--- config.mk ---
export PLATFORM = sky130hd
export DESIGN_NAME = multi_phase_pwm
export DESIGN_NICKNAME = d
export VERILOG_FILES = /design/src/rtl/multi_phase_pwm.sv
export SDC_FILE = /design/constraint.sdc
export NUM_CORES = 1
export LEC_CHECK = 0
export CAP_MARGIN = 20
export CORE_ASPECT_RATIO = 0.9
export CORE_MARGIN = 4
export CORE_UTILIZATION = 30
export CTS_BUF_LIST = sky130_fd_sc_hd__clkbuf_8 sky130_fd_sc_hd__clkbuf_16
export DETAILED_ROUTE_END_ITERATION = 8
export SYNTH_ARGS = -nofsm -noshare
export SYNTH_HDL_FRONTEND = slang
export SYNTH_SLANG_ARGS = --single-unit
--- constraint.sdc ---
create_clock -name Clk -period 8.4 [get_ports Clk]
set_input_delay 1.26 -clock Clk [delete_from_list [all_inputs] [get_ports Clk]]
set_output_delay 1.26 -clock Clk [all_outputs]
set_load 0.005 [all_outputs]
--- src/rtl/multi_phase_pwm.sv ---
// Multi-channel PWM generator: shared edge/center-aligned timebase,
// double-buffered period/duty/dead-time, complementary outputs with dead time.
module multi_phase_pwm #(
    parameter int CH   = 3,
    parameter int W    = 16,
    parameter int DT_W = 10
) (
    input  logic              Clk,
    input  logic              Reset_n,
    input  logic              Enable,
    input  logic              Center_Mode,
    input  logic [W-1:0]      Period,
    input  logic [CH*W-1:0]   Duty,
    input  logic [DT_W-1:0]   DeadTime,
    input  logic              DeadTime_En,
    input  logic              Load,
    input  logic              Int_En,
    input  logic              Int_Clear,
    output logic [CH-1:0]     Pwm_H,
    output logic [CH-1:0]     Pwm_L,
    output logic [W-1:0]      Count,
    output logic              Dir,
    output logic              Sync_Out,
    output logic              Int_Active
);

    logic [W-1:0]    sh_period;
    logic [W-1:0]    sh_duty [CH];
    logic [DT_W-1:0] sh_dt;
    logic            sh_center;
    logic            pending;

    logic [W-1:0]    act_period;
    logic [W-1:0]    act_duty [CH];
    logic [DT_W-1:0] act_dt;
    logic            act_center;

    logic [W-1:0]    p_clamp;
    logic [W-1:0]    d_clamp [CH];
    logic [W-1:0]    last;
    logic            idle;
    logic            at_end;
    logic            boundary;
    logic            xfer;

    logic [CH-1:0]   raw;
    logic [CH-1:0]   raw_prev;
    logic [DT_W-1:0] dt_cnt [CH];

    // Shadow values as they will land in the active set (P>=1, D<=P)
    always_comb begin
        p_clamp = (sh_period == '0) ? W'(1) : sh_period;
        for (int k = 0; k < CH; k++) begin
            d_clamp[k] = (sh_duty[k] > p_clamp) ? p_clamp : sh_duty[k];
        end
    end

    // Period boundary detection and active-set transfer qualification;
    // an all-zero active period (only after reset) means not yet configured
    always_comb begin
        idle     = (act_period == '0);
        last     = act_period - W'(1);
        at_end   = act_center ? ((Count == '0) && Dir) : (Count == last);
        boundary = Enable && !idle && at_end;
        xfer     = !Enable || ((boundary || idle) && pending);
    end

    assign Sync_Out = boundary;

    // Shadow capture on Load, shadow-to-active copy on transfer
    always_ff @(posedge Clk) begin
        if (!Reset_n) begin
            sh_period  <= '0;
            sh_dt      <= '0;
            sh_center  <= 1'b0;
            pending    <= 1'b0;
            act_period <= '0;
            act_dt     <= '0;
            act_center <= 1'b0;
            for (int k = 0; k < CH; k++) begin
                sh_duty[k]  <= '0;
                act_duty[k] <= '0;
            end
        end else begin
            if (xfer) begin
                act_period <= p_clamp;
                act_dt     <= sh_dt;
                act_center <= sh_center;
                pending    <= 1'b0;
                for (int k = 0; k < CH; k++) begin
                    act_duty[k] <= d_clamp[k];
                end
            end
            if (Load) begin
                sh_period <= Period;
                sh_dt     <= DeadTime;
                sh_center <= Center_Mode;
                pending   <= 1'b1;
                for (int k = 0; k < CH; k++) begin
                    sh_duty[k] <= Duty[k*W +: W];
                end
            end
        end
    end

    // Timebase: up counter, or up/down with each turnaround value held twice
    always_ff @(posedge Clk) begin
        if (!Reset_n || !Enable) begin
            Count <= '0;
            Dir   <= 1'b0;
        end else if (xfer || idle) begin
            Count <= '0;
            Dir   <= 1'b0;
        end else if (act_center) begin
            if (!Dir) begin
                if (Count == last) begin
                    Dir <= 1'b1;
                end else begin
                    Count <= Count + W'(1);
                end
            end else begin
                if (Count == '0) begin
                    Dir <= 1'b0;
                end else begin
                    Count <= Count - W'(1);
                end
            end
        end else begin
            Count <= (Count == last) ? '0 : Count + W'(1);
        end
    end

    // Raw compare per channel against the active duty
    always_comb begin
        raw = '0;
        for (int k = 0; k < CH; k++) begin
            if (!idle) begin
                if (act_center) begin
                    raw[k] = (Count >= (act_period - act_duty[k]));
                end else begin
                    raw[k] = (Count < act_duty[k]);
                end
            end
        end
    end

    // Output stage: any raw edge blanks both sides for DeadTime cycles
    always_ff @(posedge Clk) begin
        if (!Reset_n || !Enable) begin
            Pwm_H    <= '0;
            Pwm_L    <= '0;
            raw_prev <= '0;
            for (int k = 0; k < CH; k++) begin
                dt_cnt[k] <= '0;
            end
        end else begin
            raw_prev <= raw;
            for (int k = 0; k < CH; k++) begin
                if (!DeadTime_En) begin
                    Pwm_H[k]  <= raw[k];
                    Pwm_L[k]  <= 1'b0;
                    dt_cnt[k] <= '0;
                end else if (raw[k] != raw_prev[k]) begin
                    if (act_dt == '0) begin
                        Pwm_H[k]  <= raw[k];
                        Pwm_L[k]  <= !raw[k];
                        dt_cnt[k] <= '0;
                    end else begin
                        Pwm_H[k]  <= 1'b0;
                        Pwm_L[k]  <= 1'b0;
                        dt_cnt[k] <= act_dt;
                    end
                end else if (dt_cnt[k] > DT_W'(1)) begin
                    Pwm_H[k]  <= 1'b0;
                    Pwm_L[k]  <= 1'b0;
                    dt_cnt[k] <= dt_cnt[k] - DT_W'(1);
                end else begin
                    Pwm_H[k]  <= raw[k];
                    Pwm_L[k]  <= !raw[k];
                    dt_cnt[k] <= '0;
                end
            end
        end
    end

    // Sticky period interrupt; a boundary set beats a same-cycle clear
    always_ff @(posedge Clk) begin
        if (!Reset_n) begin
            Int_Active <= 1'b0;
        end else if (boundary && Int_En) begin
            Int_Active <= 1'b1;
        end else if (Int_Clear) begin
            Int_Active <= 1'b0;
        end
    end

endmodule

==> results of run 1 <==
[layout make-up]
class	count	area share, %
tap	671	4.69
clock buffer	24	3.36
inverter	106	2.22
clock inverter	20	1.02
timing repair buffer	123	6.72
sequential	208	30.3
multi-input combinational	1266	51.7
[stage by stage]
stage          std cells  setup WS [ps]
2_1_floorplan       1638           3820
3_3_place_gp        2371           3160
3_5_place_dp        2372           2950
4_1_cts             2416           2560
5_1_grt             2418           2290
6_report            2418           2660
[power by group through the flow]
stage | Clock [mW] | Combinational (mW) | Sequential, mW
floorplan | 0 | 0.855 | 1.25
global placement | 0 | 1.08 | 1.30
detailed placement | 0 | 1.12 | 1.30
CTS | 1.06 | 1.12 | 1.28
global route | 1.10 | 1.26 | 1.29
finish | 1.03 | 1.13 | 1.28
[placed cells by master (no fill, tap or decap), types with 29 or more instances in the layout]
cell | synthesis | layout
nor3_1 | 37 | 37
dfxtp_1 | 82 | 82
nand4_1 | 29 | 29
nor2_1 | 126 | 126
conb_1 | 1 | 30
nor2b_1 | 44 | 44
a21o_1 | 41 | 41
mux2i_1 | 86 | 86
o21ai_0 | 53 | 53
a21oi_1 | 107 | 105
ha_1 | 197 | 197
nand3_1 | 49 | 49
inv_1 | 106 | 109
xor2_1 | 41 | 41
xnor2_1 | 46 | 46
nand2_1 | 95 | 95
edfxtp_1 | 126 | 126
and3_1 | 55 | 55
clkdlybuf4s50_1 | 0 | 104
[worst min-delay path by stage]
| stage | from | slack [ps] | depth (start not counted) | end |
|---|---|---|---|---|
| final | sh_dt[8] | 470 | 1 | act_dt[8] |
| after global routing | sh_dt[8] | 490 | 1 | act_dt[8] |
| after CTS | sh_dt[4] | 470 | 1 | act_dt[4] |
| after detailed placement | sh_dt[0] | 450 | 1 | act_dt[0] |
| after global placement | sh_dt[4] | 450 | 1 | act_dt[4] |
| after floorplan | sh_dt[4] | 440 | 1 | act_dt[4] |
[sequential cells by signal, indices dropped and copies added (netlist names), 3 cells and up]
| signal | count |
|---|---|
| act_duty | 48 |
| act_dt | 10 |
| act_period | 16 |
| sh_duty | 48 |
| sh_period | 16 |
| dt_cnt | 30 |
| Pwm_H | 3 |
| raw_prev | 3 |
| Pwm_L | 3 |
| Count | 16 |
| sh_dt | 10 |
[logic make-up (layout without fill, tap and decap cells)]
family | after synthesis | count (layout) | share of synthesized area (%)
other | 1 | 30 | 0.0247
multiplexers | 87 | 87 | 5.75
AND/OR/NAND/NOR | 528 | 528 | 18.1
adder cells (fa/ha/maj) | 200 | 200 | 16.7
XOR/XNOR | 89 | 89 | 5.24
buffers and inverters | 164 | 273 | 4.17
AO/OA/AOI/OAI | 332 | 332 | 14.3
flip-flops | 208 | 208 | 35.8
[per-layer routing]
layer,part of all wire (%),track usage (%),wire [um],vias up
met3,5.3,2.08,2200,50
met2,44,23.5,18400,349
met5,0,0,0,-
met4,2.0,3.55,841,0
met1,49,21.9,20400,5870
li1,-,-,-,6119
==> summary.md, run 1 <==
| Metric | Value |
|---|---|
| Outcome | finished, final reports clean |
| Setup crit end | Sync_Out |
| Fmax | 0.174 GHz |
| Post-synthesis cell type with the largest combined area | edfxtp_1 |
| Leading cell type by number of instances after synthesis | ha_1 |
| Cell mode on critical path | nor2_1 |
| Hold Crit Class | reg2reg |
| Mapped Cells | 1,609 |
| CTS tree | yes |
| Sequential share of power | 37.2% |
| Startpoint type of the worst setup path | flop |
| First-pass GRT wire length | 66,500 um |
| Final Instance Area | 17,900 um2 |
| Clock power frac | 30.1% |
| GRT overflow | 0 |
| Mapped Area | 15,200 um2 |
| Final Max Slew Viols | 0 |
| Distinct cells, synth | 77 |
| Unrepaired setup endpoints after global routing | false |
| Critical path class | reg2out |
| Initial drt markers | 984 |
| Worst-skew pair later-pin latency | 550 ps |
| Synth cell count leaders | ha_1 (197), edfxtp_1 (126), nor2_1 (126) |
| Buf/Inv on CP | 2 |
| Register area share after synthesis | 35.8% |
| Slew HR | 38.3% |
| FF-to-FF Start | act_period[1] |
| Top-area cell type share of the netlist area | 25.0% |
| Synth-to-layout area growth | 18.0% |
| Crit path required time | 7140 ps |
| Largest net degree at the start of global routing | 75 |
| Filler cells | 5,017 |
| Fin. Hold Viols | 0 |
| RR Endpoint | dt_cnt[0][1] |
| Reg area | 5430 um2 |
| DR WL/cell | 17.3 um |
| Ordered cell list for the critical path | inv_1 > ha_1 > nor3b_1 > nand2_1 > xnor2_1 > a2111o_1 > or4_4 > nor4_4 > nor2_1 > nor2_1 > clkdlybuf4s50_1 |
| Critical Path Start | act_period[1] |
| EDFF count, synth | 126 |
| Post-CTS setup buffer count | 0 |
| Yosys warns | 0 |
| Switch share | 33.9% |
| Clock Tree Root | clkbuf_16 |
| Hold slack final | 467 ps |
| Initial antenna violation count | 0 |
| FFs w/ async S/R, synth | 0% |
| Clk_skew | 26.2 ps |
| Largest cells by area after synthesis | edfxtp_1 (25%), ha_1 (16%), dfxtp_1 (11%), mux2i_1 (5.7%), a21oi_1 (3.5%) |
| I/O pin total | 107 |
| Cts hold-fix bufs | 0 |
| Arr. time, crit path | 4480 ps |
| Clock tree buffer depth | 3 |
| Die X | 245 um |
| GP Congestion | 0.894 |
| Fin nets | 2,011 |
| Top FF cell, synth | edfxtp_1 |
| Crit path depth | 11 |
| Final core occ | 36.1% |
| CP top delay family | simple AND/OR/NAND/NOR gates |
| Initial Util | 30.6% |
| Worst Path Max Fanout | 10 |
| Power density over the cells | 192 nW/um2 |
| CP max-delay cell | nor3b_1 |
| Vias in the first global route | 12,100 |
| Vias | 12,400 |
| Clock transition at path regs | 60 ps |
| Total track usage | 15.0% |
| Worst IR Drop VDD | 0.148 mV |
| DRC | 0 |
| Leak | 7.70 nW |
| Endpoints failing setup | 0 |
| Full die area | 54,200 um2 |
| Antenna cell count | 0 |
| Placeable Area | 49,500 um2 |
| P_sw | 1.17 mW |
| Slew @ Worst Pin | 918 ps |
| R2r setup slk | 2910 ps |
| Reg2Reg Depth | 19 |
| Routed Antenna Nets | 0 |
| Max Cap Viol | 0 |
| Post-detail-place hpwl | 32,900 um |
| Row cnt | 77 |
| Post-Syn Area per Cell | 9.42 um2 |
| Tmin final | 5740 ps |
| Port Buffer Count | 106 |
| Synth Register Bits | 208 |
| Total power | 3.44 mW |
| Clock buffers created by TritonCTS | 24 |
| Slowest stage delay, CP | 560 ps |
| H-tree levels | 1 |
| WL final | 41,900 um |
| Cell Int Power | 2.27 mW |
| Clock sink count | 208 |
| Share of cells above drive strength 1 | 5.04% |
| Number of iterations in the first detailed-routing pass | 5 |
| Die Span Y | 221 um |
| Post_cts resized | 0 |
| Final Cycle Share | 68.3% |
| Setup TNS | 0 ps |
| Multi-input logic area | 9250 um2 |
| Cell Area, Placed | 17,100 um2 |
| Combinational share of power | 32.8% |
| Setup crit end kind | primary output |
| Vias per inst | 5.12 |
Power figures use the tool's default switching activity.
==> run 2: changes to the inputs <==
==> constraint.sdc (replaced) <==
create_clock -name Clk -period 6 [get_ports Clk]
set_input_delay 0.9 -clock Clk [delete_from_list [all_inputs] [get_ports Clk]]
set_output_delay 0.9 -clock Clk [all_outputs]
set_load 0.005 [all_outputs]
==> summary.md, run 2 (same netlist as run 1, synthesis figures left out) <==
| Metric | Value |
|---|---|
| Vias | 12,300 |
| Final Max Slew Viols | 0 |
| H-tree levels | 1 |
| Ordered cell list for the critical path | ha_1 > nor2b_1 > o21a_1 > o21ai_0 > a211oi_1 > a41o_1 > o41ai_1 > o21bai_1 > a21oi_1 > xor2_1 > ha_1 > a21o_1 > a211oi_1 > o21ai_0 > a21oi_1 > o22ai_1 > and2_1 > xnor2_2 > mux2i_1 |
| CP max-delay cell | o41ai_1 |
| Number of iterations in the first detailed-routing pass | 7 |
| Crit path required time | 6250 ps |
| Clock Tree Root | clkbuf_16 |
| Clock tree buffer depth | 3 |
| FF-to-FF Start | act_period[1] |
| Full die area | 54,200 um2 |
| Fin. Hold Viols | 0 |
| Outcome | finished, final reports clean |
| Slew @ Worst Pin | 861 ps |
| Hold Path End | act_dt[3] |
| Commonest cells after routing, fill and taps aside | ha_1 (197), nor2_1 (126), edfxtp_1 (126) |
| Placed insts | 2,375 |
| Post_cts resized | 0 |
| Slew HR | 42.1% |
| Antenna cell count | 0 |
| Port Buffer Count | 106 |
| GRT overflow | 0 |
| RR Endpoint | dt_cnt[0][7] |
| Critical path class | reg2reg |
| Final Cycle Share | 92.7% |
| Cts hold-fix bufs | 0 |
| Die Span Y | 221 um |
| Endpoints failing setup | 0 |
| Non-filler instance count after layout | 2,422 |
| WL final | 41,300 um |
| Hold Crit Class | reg2reg |
| Initial antenna violation count | 0 |
| Die X | 245 um |
| DR WL/cell | 17.0 um |
| Reg2Reg Depth | 19 |
| Synth-to-layout area growth | 18.4% |
| Worst Path Max Fanout | 10 |
| Setup ws final | 436 ps |
| Unrepaired setup endpoints after global routing | false |
| Clock sink count | 208 |
| Vias per inst | 5.10 |
| I/O pin total | 107 |
| Share of cells above drive strength 1 | 5.43% |
| Fmax | 0.180 GHz |
| Power density over the cells | 267 nW/um2 |
| Startpoint type of the worst setup path | flop |
| DRC | 0 |
| Total track usage | 14.9% |
| Row cnt | 77 |
| Slowest stage delay, CP | 640 ps |
| Largest net degree at the start of global routing | 75 |
| Largest registers | act_duty x48, sh_duty x48, dt_cnt x30 |
| Clock transition at path regs | 60 ps |
| Vias in the first global route | 12,300 |
| HP Start | sh_dt[3] |
| CP top delay family | compound AO/OA/AOI/OAI gates |
| Setup crit end kind | flop |
| Post-CTS setup buffer count | 0 |
| Leak | 7.76 nW |
| Routed Antenna Nets | 0 |
| Pre-CTS WS | 511 ps |
| Arr. time, crit path | 5820 ps |
| R2r setup slk | 440 ps |
| Critical Path Start | act_period[1] |
| Fin nets | 2,015 |
| Clock buffers created by TritonCTS | 24 |
| Initial drt markers | 770 |
| Worst-skew pair later-pin latency | 550 ps |
| Tmin final | 5560 ps |
| Worst IR Drop VDD | 0.208 mV |
| Post-detail-place hpwl | 32,600 um |
| Clk_skew | 19.1 ps |
| First-pass GRT wire length | 66,100 um |
| Max Cap Viol | 0 |
| GP Congestion | 0.912 |
| Setup TNS | 0 ps |
| Placeable Area | 49,500 um2 |
| WHS Path Cells | 1 |
| CTS tree | yes |
| Most common cell after layout, fill and taps aside | ha_1 |
| Buf/Inv on CP | 0 |
| Initial Util | 30.6% |
-- run 2: cell count changes in the layout (fill, tap and decap cells not counted) --
| cell | before | now |
|---|---|---|
| clkinvlp_4 | 5 | 0 |
| clkbuf_8 | 0 | 5 |
| bufinv_16 | 2 | 1 |
| buf_8 | 1 | 2 |
| clkinv_2 | 4 | 7 |
| inv_4 | 0 | 1 |
| inv_6 | 1 | 0 |
| buf_4 | 14 | 17 |
| clkinv_1 | 4 | 1 |
| clkinv_4 | 0 | 1 |
-- run 2: power breakdown --
part / internal [mW] / switching (mW) / leakage, nW
combinational: 0.694 / 0.885 / 5.33
clock: 0.840 / 0.596 / 0.415
sequential: 1.67 / 0.117 / 2.02
-- run 2: worst max path at each step --
stage | end | cells past startpoint
final | dt_cnt[0][7] | 19
after global routing | dt_cnt[1][4] | 17
after CTS | Sync_Out | 11
after detailed placement | dt_cnt[0][7] | 19
after global placement | dt_cnt[0][6] | 19
after floorplan | dt_cnt[0][0] | 19
-- run 2: metrics by stage --
step           util [%]  hold slack [ps]  power [mW]  area, um2
5_1_grt            36.2              497        5.11      17900
6_report           36.2              467        4.80      17900
4_1_cts            36.1              465        4.83      17900
2_1_floorplan         -              442        2.95      15300
3_5_place_dp       34.5              451        3.38      17100
3_3_place_gp       34.5              452        3.32      17100
-- run 2: final cells by class --
cell class              instances  area, um2
repair buffers                127       1240
well taps                     671        840
inverters                     106        398
flip-flops and latches        208       5430
multi-input cells            1266       9250
fillers                      4995      31600
clock buffers                  29        669
clock inverters                15        125
-- run 2: routing by layer --
metal | vias to the layer above | global-route usage [%] | part of all wire, %
met4 | 0 | 4.34 | 2.8
met5 | - | 0 | 0
met1 | 5807 | 21.2 | 48
met2 | 329 | 23.6 | 44
met3 | 78 | 2.17 | 4.8
li1 | 6127 | - | -
